## config.mk

```make
export PLATFORM = sky130hd
export DESIGN_NAME = sprite_renderer
export DESIGN_NICKNAME = d
export VERILOG_FILES = /design/src/rtl/sprite_pkg.sv /design/src/rtl/sprite_renderer_anim_ctr.sv /design/src/rtl/sprite_renderer.sv
export SDC_FILE = /design/constraint.sdc
export NUM_CORES = 1
export LEC_CHECK = 0
export CORE_UTILIZATION = 48
export CTS_CLUSTER_SIZE = 8
export DETAILED_ROUTE_END_ITERATION = 10
export GPL_TIMING_DRIVEN = 0
export PLACE_DENSITY = 0.76
export SETUP_SLACK_MARGIN = 0.5
export SLEW_MARGIN = 20
export SYNTH_ARGS = -nofsm -noshare
export SYNTH_HDL_FRONTEND = slang
export SYNTH_SLANG_ARGS = --single-unit
```

## constraint.sdc

```tcl
create_clock -name vga_clk -period 2.7 [get_ports vga_clk]
set_input_delay 0.54 -clock vga_clk [delete_from_list [all_inputs] [get_ports vga_clk]]
set_output_delay 0.54 -clock vga_clk [all_outputs]
set_load 0.05 [all_outputs]
```

## src/rtl/sprite_pkg.sv

```systemverilog
// -----------------------------------------------------------------------------
// sprite_pkg
// Purpose : Shared types and helpers for the sprite renderer slice.
//   coord_t      - 10-bit screen coordinate
//   SCREEN_W/H   - visible raster size
//   sprite_req_t - position/visibility record used for the shadow and active
//                  registers (carries hflip when SPRITE_HFLIP_EN is defined)
//   width_of()   - bit width needed to count 0..n-1 (never less than 1)
// Configuration macro: SPRITE_HFLIP_EN (adds the hflip field)
// -----------------------------------------------------------------------------
package sprite_pkg;

    typedef logic [9:0] coord_t;

    localparam int SCREEN_W = 640;
    localparam int SCREEN_H = 480;

    typedef struct packed {
        coord_t x;
        coord_t y;
        logic   show;
`ifdef SPRITE_HFLIP_EN
        logic   hflip;
`endif
    } sprite_req_t;

    function automatic int width_of(input int n);
        return (n > 1) ? $clog2(n) : 1;
    endfunction

endpackage

```

## src/rtl/sprite_renderer_anim_ctr.sv

```systemverilog
// -----------------------------------------------------------------------------
// sprite_anim_ctr
// Purpose : Animation frame counter. Every ANIM_DIV enabled frame_start pulses
//           advance frame_idx by one, wrapping FRAMES-1 -> 0. Because it only
//           moves on frame_start, frame_idx is stable across a visible frame.
// Ports   :
//   vga_clk     in   pixel clock
//   reset       in   asynchronous, active-high
//   frame_start in   one-cycle pulse at start of vertical blank
//   anim_en     in   advance enable (0 freezes divider and frame index)
//   frame_idx   out  current animation frame
// -----------------------------------------------------------------------------
module sprite_anim_ctr
    import sprite_pkg::*;
#(
    parameter int FRAMES   = 4,
    parameter int ANIM_DIV = 8,
    parameter int FIDX_W   = width_of(FRAMES)
) (
    input  logic              vga_clk,
    input  logic              reset,
    input  logic              frame_start,
    input  logic              anim_en,
    output logic [FIDX_W-1:0] frame_idx
);

    localparam int DIV_W = width_of(ANIM_DIV);

    logic [DIV_W-1:0]  r_div;
    logic [FIDX_W-1:0] r_frame;

    // Divider and frame index, both advancing only on enabled frame_start.
    always_ff @(posedge vga_clk or posedge reset) begin
        if (reset) begin
            r_div   <= '0;
            r_frame <= '0;
        end else if (frame_start && anim_en) begin
            if (r_div == DIV_W'(ANIM_DIV - 1)) begin
                r_div   <= '0;
                r_frame <= (r_frame == FIDX_W'(FRAMES - 1)) ? '0 : r_frame + FIDX_W'(1);
            end else begin
                r_div <= r_div + DIV_W'(1);
            end
        end
    end

    assign frame_idx = r_frame;

endmodule

```

## src/rtl/sprite_renderer.sv

```systemverilog
// -----------------------------------------------------------------------------
// sprite_renderer
// Purpose : Sprite pixel generator for the VGA path. Places an SPR_W x SPR_H
//           sprite at a runtime position with 2**SCALE_LOG2 scaling and
//           multi-frame animation, drives a synchronous sprite ROM and emits
//           palette index + opaque flag 3 cycles after DrawX/DrawY.
// Ports   :
//   vga_clk, reset          clock / async active-high reset
//   DrawX, DrawY            current raster position
//   frame_start             pulse at start of vertical blank
//   pos_x, pos_y, show_in   position request (valid/ready into shadow reg)
//   pos_valid / pos_ready   request handshake; ready = shadow empty
//   hflip_in                mirror request (only with SPRITE_HFLIP_EN)
//   anim_en                 animation advance enable
//   rom_addr / rom_q        sprite ROM address / data (1-cycle latency)
//   pix_index, pix_on       palette index and opaque flag
// Configuration macro: SPRITE_HFLIP_EN (horizontal mirroring)
// -----------------------------------------------------------------------------
module sprite_renderer
    import sprite_pkg::*;
#(
    parameter int SPR_W      = 16,
    parameter int SPR_H      = 16,
    parameter int FRAMES     = 4,
    parameter int SCALE_LOG2 = 1,
    parameter int IDX_W      = 2,
    parameter int TRANSP_IDX = 0,
    parameter int ANIM_DIV   = 8,
    parameter int ADDR_W     = $clog2(FRAMES * SPR_W * SPR_H)
) (
    input  logic              vga_clk,
    input  logic              reset,
    input  logic [9:0]        DrawX,
    input  logic [9:0]        DrawY,
    input  logic              frame_start,
    input  logic [9:0]        pos_x,
    input  logic [9:0]        pos_y,
    input  logic              show_in,
    input  logic              pos_valid,
    output logic              pos_ready,
`ifdef SPRITE_HFLIP_EN
    input  logic              hflip_in,
`endif
    input  logic              anim_en,
    output logic [ADDR_W-1:0] rom_addr,
    input  logic [IDX_W-1:0]  rom_q,
    output logic [IDX_W-1:0]  pix_index,
    output logic              pix_on
);

    localparam int FIDX_W = width_of(FRAMES);
    localparam int COL_W  = width_of(SPR_W);
    localparam int ROW_W  = width_of(SPR_H);
    localparam int BOX_W  = SPR_W << SCALE_LOG2;
    localparam int BOX_H  = SPR_H << SCALE_LOG2;

    sprite_req_t       w_req;
    sprite_req_t       r_shadow;
    sprite_req_t       r_active;
    logic              r_shadow_full;
    logic [FIDX_W-1:0] w_frame_idx;
    logic [10:0]       w_dx;
    logic [10:0]       w_dy;
    logic              w_in_box;
    logic [COL_W-1:0]  w_col_raw;
    logic [COL_W-1:0]  w_col;
    logic [ROW_W-1:0]  w_row;
    logic [ADDR_W-1:0] w_addr;
    logic [ADDR_W-1:0] r_rom_addr;
    logic              r_v1;
    logic              r_v2;
    logic [IDX_W-1:0]  r_pix_index;
    logic              r_pix_on;

    sprite_anim_ctr #(
        .FRAMES   (FRAMES),
        .ANIM_DIV (ANIM_DIV),
        .FIDX_W   (FIDX_W)
    ) u_anim (
        .vga_clk     (vga_clk),
        .reset       (reset),
        .frame_start (frame_start),
        .anim_en     (anim_en),
        .frame_idx   (w_frame_idx)
    );

    // Pack the incoming request into the shared record layout.
    always_comb begin
        w_req      = '0;
        w_req.x    = pos_x;
        w_req.y    = pos_y;
        w_req.show = show_in;
`ifdef SPRITE_HFLIP_EN
        w_req.hflip = hflip_in;
`endif
    end

    // Shadow capture and frame-boundary commit. Commit needs a full shadow and
    // capture needs an empty one, so a request arriving with frame_start waits
    // for the next frame_start.
    always_ff @(posedge vga_clk or posedge reset) begin
        if (reset) begin
            r_shadow      <= '0;
            r_active      <= '0;
            r_shadow_full <= 1'b0;
        end else if (frame_start && r_shadow_full) begin
            r_active      <= r_shadow;
            r_shadow_full <= 1'b0;
        end else if (pos_valid && !r_shadow_full) begin
            r_shadow      <= w_req;
            r_shadow_full <= 1'b1;
        end
    end

    assign pos_ready = ~r_shadow_full;

    // 11-bit differences: bit 10 set means the raster is left of / above the box.
    assign w_dx      = {1'b0, DrawX} - {1'b0, r_active.x};
    assign w_dy      = {1'b0, DrawY} - {1'b0, r_active.y};
    assign w_in_box  = !w_dx[10] && (w_dx < 11'(BOX_W)) &&
                       !w_dy[10] && (w_dy < 11'(BOX_H));
    assign w_col_raw = COL_W'(w_dx >> SCALE_LOG2);
    assign w_row     = ROW_W'(w_dy >> SCALE_LOG2);

    // Texel column, mirrored when the active record requests it.
    always_comb begin
        w_col = w_col_raw;
`ifdef SPRITE_HFLIP_EN
        if (r_active.hflip) begin
            w_col = COL_W'(SPR_W - 1) - w_col_raw;
        end else begin
            w_col = w_col_raw;
        end
`endif
    end

    assign w_addr = ADDR_W'(w_frame_idx) * ADDR_W'(SPR_W * SPR_H) +
                    ADDR_W'(w_row) * ADDR_W'(SPR_W) + ADDR_W'(w_col);

    // Three-stage pixel pipeline: address, ROM read, index/opaque decision.
    always_ff @(posedge vga_clk or posedge reset) begin
        if (reset) begin
            r_rom_addr  <= '0;
            r_v1        <= 1'b0;
            r_v2        <= 1'b0;
            r_pix_index <= '0;
            r_pix_on    <= 1'b0;
        end else begin
            if (w_in_box) begin
                r_rom_addr <= w_addr;
            end
            r_v1        <= w_in_box && r_active.show;
            r_v2        <= r_v1;
            r_pix_index <= r_v2 ? rom_q : '0;
            r_pix_on    <= r_v2 && (rom_q != IDX_W'(TRANSP_IDX));
        end
    end

    assign rom_addr  = r_rom_addr;
    assign pix_index = r_pix_index;
    assign pix_on    = r_pix_on;

endmodule
```

==> results.toml, run 1 <==
[outcome]
status = "complete, but fails checks"
violations = "negative setup slack"

[yosys]
syn_inst = 307
seq_area_frac_synth_pct = 45.08
synth_top_flop_cell = "dfrtp_1"
synth_nets = 378
synth_area_um2 = 3497
synth-simple-area-share_pct = 10.23
synth_edf_count = 0
synth_top_family_by_area = "multiplexers"
yosys_warnings = 0
async_reset_ff_share_pct = 100.0
synth-xor-area-share_pct = 1.503
synth_compound_area_share_pct = 10.66
synth-seq-cells = 63
avgSynthCellArea_um2 = 11.39
muxShareOfSynthArea_pct = 18.78
ys_types = 53
synthAdderAreaFrac_pct = 8.658

[route]
wire_per_inst_um = 15.58
antenna_left = 0
drc = 0
wl_mm = 7.853
drt_iter0_markers = 123
via_count = 2720
via_per_inst = 5.397
dr.pass1.iters = 4

[timing]
grt_setup_unrepaired = "true"
slew_headroom_pct = 58.29
setup_ws_ns = -0.1537
finClkSkew_ns = 0.01704
fmax_ghz = 0.3504
period_minus_slack_ns = 2.854
worst_slew_pin_slew_ns = 0.6256
drv_slew = 0
finalCritPeriodShare_pct = 105.7
hold_viol_final = 0
setup_viol = 11

[hold_path]
hold_class = "reg2reg"
hold_path_depth = 0

[die]
die_x_um = 87.36
die-area_um2 = 7631
core_um2 = 6907
rows = 30
num_io_pins = 62
die_h_um = 87.36
start_util_pct = 50.63

[power_and_ir_drop]
ir_drop_mv = 0.4842
power.leakage_nw = 2.253
powerDensity_nw_per_um2 = 900.2
power_mw = 4.540

[critical_path]
reg2reg_slack_ns = -0.12
arrival_ns = 3.09
crit_top_cell = "or4_4"
cp-end-kind = "flip-flop"
crit_path_start_kind = "primary input"
cp.buffers_inverters = 2
critical_path.max_stage_delay_ns = 0.57
cp_cell_sequence = "clkdlybuf4s15_1 -> ha_4 -> buf_6 -> nand2b_4 -> o2111ai_4 -> a2111oi_4 -> nand4_1 -> or4_4 -> or4_4 -> nor4b_2"
cp_num_cells = 10
cp.required_ns = 2.94
path_class = "in2reg"
crit_slowest_cell = "or4_4"
path_delay_family = "simple AND/OR/NAND/NOR gates"
r2r_cells = 10
path_max_fanout = 4

[clock_network]
cts_htree_levels = 3
insertion_delay_ns = 0.34
cts.sink_count = 63
cts_buffer_depth = 2
cts_tree = "yes"
cts_buffers = 9
clkTransAtPathRegs_ns = 0.07
cts-root-buf = "clkbuf_8"

[global_route]
grt_max_degree = 47
grt_first_pass_wirelength_mm = 12.26
globalRouteTotalUtil_pct = 20.97
grt-ovfl-total = 0
grt_pass1_vias = 2733
grt_antenna_before_repair = 0

[cells_and_area]
fillCellCount = 494
seq_area_um2 = 1577
multiInputGateArea_um2 = 2105
synthToLayoutAreaGrowth_pct = 44.22
fin_nets = 474
num_antenna_cells = 0
drive_gt1_share_pct = 37.75

[placed_design]
finalWeightedCongestion = 0.8339
hpwlAfterDp_mm = 5.091
io_buffers = 61
pre_cts_slack_ns = -0.7318

[flow_run]
drv_cap = 0
[flip-flops by register name, summed over array words and instances, names as in the netlist]
name	flops
pix_index	2
r_v1	1
pix_on	1
r_shadow	21
r_active	21
u_anim.r_div	3
r_shadow_full	1
r_v2	1
rom_addr	10
u_anim.frame_idx	2
[placed cells by master, fill, tap and decap left out, drive strengths merged, types with 4 or more instances in the layout]
master / synthesis / final
nor2: 8 / 8
nor2b: 9 / 9
dfrtp: 63 / 63
mux2: 53 / 53
clkbuf: 5 / 17
nand3: 4 / 4
nand2b: 4 / 4
inv: 28 / 28
nand2: 13 / 13
buf: 6 / 29
ha: 21 / 21
xnor2: 5 / 5
clkdlybuf4s50: 0 / 44
mux2i: 6 / 6
o22ai: 4 / 4
o21a: 5 / 5
o21ai: 7 / 7
a21oi: 16 / 16
dlygate4sd2: 0 / 11
nor3: 5 / 5
[cells in the mapped netlist (all sizes together) (5+ instances only)]
master | number | area, um^2
a21oi | 16 | 80.08
buf | 6 | 53.80
clkbuf | 5 | 18.77
dfrtp | 63 | 1577
ha | 21 | 262.8
inv | 28 | 105.1
mux2 | 53 | 596.8
mux2i | 6 | 60.06
nand2 | 13 | 48.80
nor2 | 8 | 30.03
nor2b | 9 | 56.30
nor3 | 5 | 25.02
o21a | 5 | 37.54
o21ai | 7 | 35.03
xnor2 | 5 | 43.79
[cells by family after synthesis]
group	Yosys count
simple gates	63
compound gates	54
mux	59
xor+xnor	6
fa+ha+maj	23
flops	63
buf+inv	39
[per-layer routing]
layer	track usage (%)	part of all wire [%]	vias up	wire length, um
li1	-	-	1294	-
met3	4.076	3.9	16	310
met2	35.01	50	78	3889
met5	0	0	-	0
met4	7.601	2.2	0	170
met1	27.09	44	1332	3482
[final cells by class]
cell class	count	area share, %
Inverter	28	2.133
Multi-Input combinational cell	205	41.73
Clock buffer	10	2.729
Sequential cell	63	31.26
Tap cell	96	2.382
Buffer	11	1.885
Clock inverter	6	1.191
Timing Repair Buffer	85	16.70
[power by group]
part | internal (mW) | total (mW) | leakage [nW] | switching [mW]
combinational | 1.23 | 2.37 | 1.39 | 1.14
sequential | 1.19 | 1.34 | 0.765 | 0.148
clock | 0.446 | 0.828 | 0.0981 | 0.381
total | 2.87 | 4.54 | 2.25 | 1.67
[path summary, 6_finish.rpt]
check                             start          end
max                            DrawX[6]         r_v1
max in group asynchronous         reset  r_active[8]
min                                r_v1         r_v2
min reg2reg                        r_v1         r_v2
max reg2reg                r_active[17]         r_v1
min in group asynchronous         reset  rom_addr[0]
[stage by stage]
step / TNS [ns] / cells / utilization, % / area (um^2) / hold slack, ns
after floorplan: -0.05984 / 307 / - / 3625 / 0.3312
after CTS: -1.886 / 498 / 70.40 / 4862 / 0.3572
after global placement: -35.73 / 464 / 63.06 / 4355 / 0.3337
after global routing: -1.931 / 504 / 73.03 / 5044 / 0.3692
final: -1.062 / 504 / 73.03 / 5044 / 0.3552
after detailed placement: -7.351 / 465 / 63.50 / 4385 / 0.3419
[repair_timing]
item,CTS,global route
pin swaps,18,12
buffers inserted,17,5
resized for setup,40,30
endpoints found under the setup margin,11,12
cloned,0,1
hold buffers,0,0
Note: power is estimated with default switching activity, not from simulation.
==> run 2, diff against run 1 <==
--- a/config.mk
+++ b/config.mk
@@ -14,4 +14,5 @@
 export SLEW_MARGIN = 20
 export SYNTH_ARGS = -nofsm -noshare
 export SYNTH_HDL_FRONTEND = slang
+export SYNTH_HIERARCHICAL = 1
 export SYNTH_SLANG_ARGS = --single-unit
==> results.toml, run 2 <==
[outcome]
status = "finished, final reports clean"

[critical_path]
arrival_ns = 2.87
cp.required_ns = 2.92
cp-end-kind = "flip-flop"
path_class = "in2reg"
path_max_fanout = 5
crit_path_start_kind = "primary input"

[global_route]
grt_max_degree = 59
globalRouteTotalUtil_pct = 20.27
grt-ovfl-total = 0
grt_first_pass_wirelength_mm = 11.47
grt_antenna_before_repair = 0
grt_pass1_vias = 2459

[die]
num_io_pins = 62
die_x_um = 86.51
rows = 30
start_util_pct = 50.18
die_h_um = 86.51
core_um2 = 6832
die-area_um2 = 7484

[route]
via_count = 2463
dr.pass1.iters = 4
drc = 0
wl_mm = 6.936
via_per_inst = 5.185
wire_per_inst_um = 14.60
drt_iter0_markers = 167
antenna_left = 0

[timing]
slew_headroom_pct = 53.93
worst_slew_pin_slew_ns = 0.6910
setup_tns_ns = 0
period_minus_slack_ns = 2.651
hold_viol_final = 0
grt_setup_unrepaired = "true"
finalCritPeriodShare_pct = 98.17
setup_viol = 0
fmax_ghz = 0.3773
finClkSkew_ns = 0.007693
drv_slew = 0

[yosys]
synth_nets = 359
async_reset_ff_share_pct = 100.0
syn_inst = 288
yosys_warnings = 6
synth.most_common_cell = "dfrtp_1"
seq_area_frac_synth_pct = 45.99
avgSynthCellArea_um2 = 11.90
synth_top_area_share_pct = 45.99
synth_top_flop_cell = "dfrtp_1"
synth_area_um2 = 3428
synth_edf_count = 0
yosysTopAreaCell = "dfrtp_1"
synth.area.top_cells = "dfrtp_1, mux2_2, ha_1, inv_1, mux2_4"
ys_types = 50
synth-seq-cells = 63
yosys-top-cells-count = "dfrtp_1, mux2_2, inv_1"

[cells_and_area]
fin_nets = 445
final_common_cell = "dfrtp_1"
drive_gt1_share_pct = 33.77
synthToLayoutAreaGrowth_pct = 37.41
finalNonFillerCells = 475
final_cell_area_um2 = 4711
num_antenna_cells = 0
mostFrequentLayoutCells = "dfrtp_1, mux2_2, clkdlybuf4s50_1"
postLayoutCoreUtil_pct = 68.96

[clock_network]
cts.sink_count = 63
cts_tree = "yes"
insertion_delay_ns = 0.34
hold_buffers = 0
cts-root-buf = "clkbuf_8"
cts_buffer_depth = 2
clkTransAtPathRegs_ns = 0.07
cts_buffers = 9
cts_htree_levels = 3

[power_and_ir_drop]
ir_drop_mv = 0.3960
powerDensity_nw_per_um2 = 892.9
power_mw = 4.206
power.leakage_nw = 2.115

[placed_design]
io_buffers = 61
place_area_um2 = 4218
finalWeightedCongestion = 0.8387
dp_cells = 445
hpwlAfterDp_mm = 4.712

[hold_path]
hold_class = "reg2reg"

[flow_run]
drv_cap = 0
run 2: cell families after synthesis:
| kind of cell | share of synthesized area, % |
|---|---|
| flip-flops | 45.99 |
| buffers and inverters | 4.270 |
| AO/OA/AOI/OAI | 8.796 |
| XOR/XNOR | 2.555 |
| AND/OR/NAND/NOR | 9.271 |
| adder cells (fa/ha/maj) | 8.832 |
| multiplexers | 20.29 |
run 2: path summary, 6_finish.rpt:
kind	startpoint	end	slack, ns	cells after the start
max reg2reg	r_active[7]	rom_addr[2]	0.08	11
min in group asynchronous	reset	u_anim/frame_idx[0]	0.50	2
min reg2reg	r_v1	r_v2	0.37	0
max in group asynchronous	reset	r_active[20]	1.55	2
max	DrawY[6]	rom_addr[2]	0.05	11
min	r_v1	r_v2	0.37	0
run 2: area by class of cell:
cell class	count	area, um^2
clock inverter	6	61.31
buffer	7	52.55
timing repair buffer	75	711.9
sequential	63	1577
fill	507	2121
clock buffer	10	127.6
inverter	29	111.4
multi-input combinational	189	1949
tap	96	120.1
run 2: worst max-delay path, stage by stage:
cell	delay, ns
clkdlybuf4s15_1	0.22
ha_4	0.30
buf_8	0.10
o21a_1	0.13
a211oi_2	0.05
nor4_1	0.32
nand4_1	0.15
nor4_2	0.29
nand4_1	0.25
buf_6	0.23
mux2_4	0.29
run 2: per-stage QoR:
stage / hold slack [ns] / setup WS, ns
after floorplan: 0.3185 / 0.1602
after global placement: 0.3377 / -0.5400
after detailed placement: 0.3536 / -0.5753
after CTS: 0.3706 / 0.04802
after global routing: 0.3872 / -0.05489
final: 0.3696 / 0.04943
run 2: per-layer routing:
| metal | global-route usage (%) | routed length (um) | vias up |
|---|---|---|---|
| met5 | 0 | 0 | - |
| met4 | 8.182 | 141 | 0 |
| met3 | 6.095 | 325 | 14 |
| met2 | 33.12 | 3463 | 65 |
| met1 | 25.20 | 3006 | 1190 |
| li1 | - | - | 1194 |
run 2: where the power goes:
| group | internal (mW) | switching, mW |
|---|---|---|
| combinational | 1.11 | 0.963 |
| sequential | 1.20 | 0.143 |
| clock | 0.423 | 0.370 |
run 2: timing repair:
| action | CTS | global route |
|---|---|---|
| endpoints found under the setup margin | 11 | 12 |
| gates resized for setup | 50 | 10 |
| setup buffers | 11 | 1 |
| pin swaps | 21 | 8 |
| gates cloned | 2 | 0 |
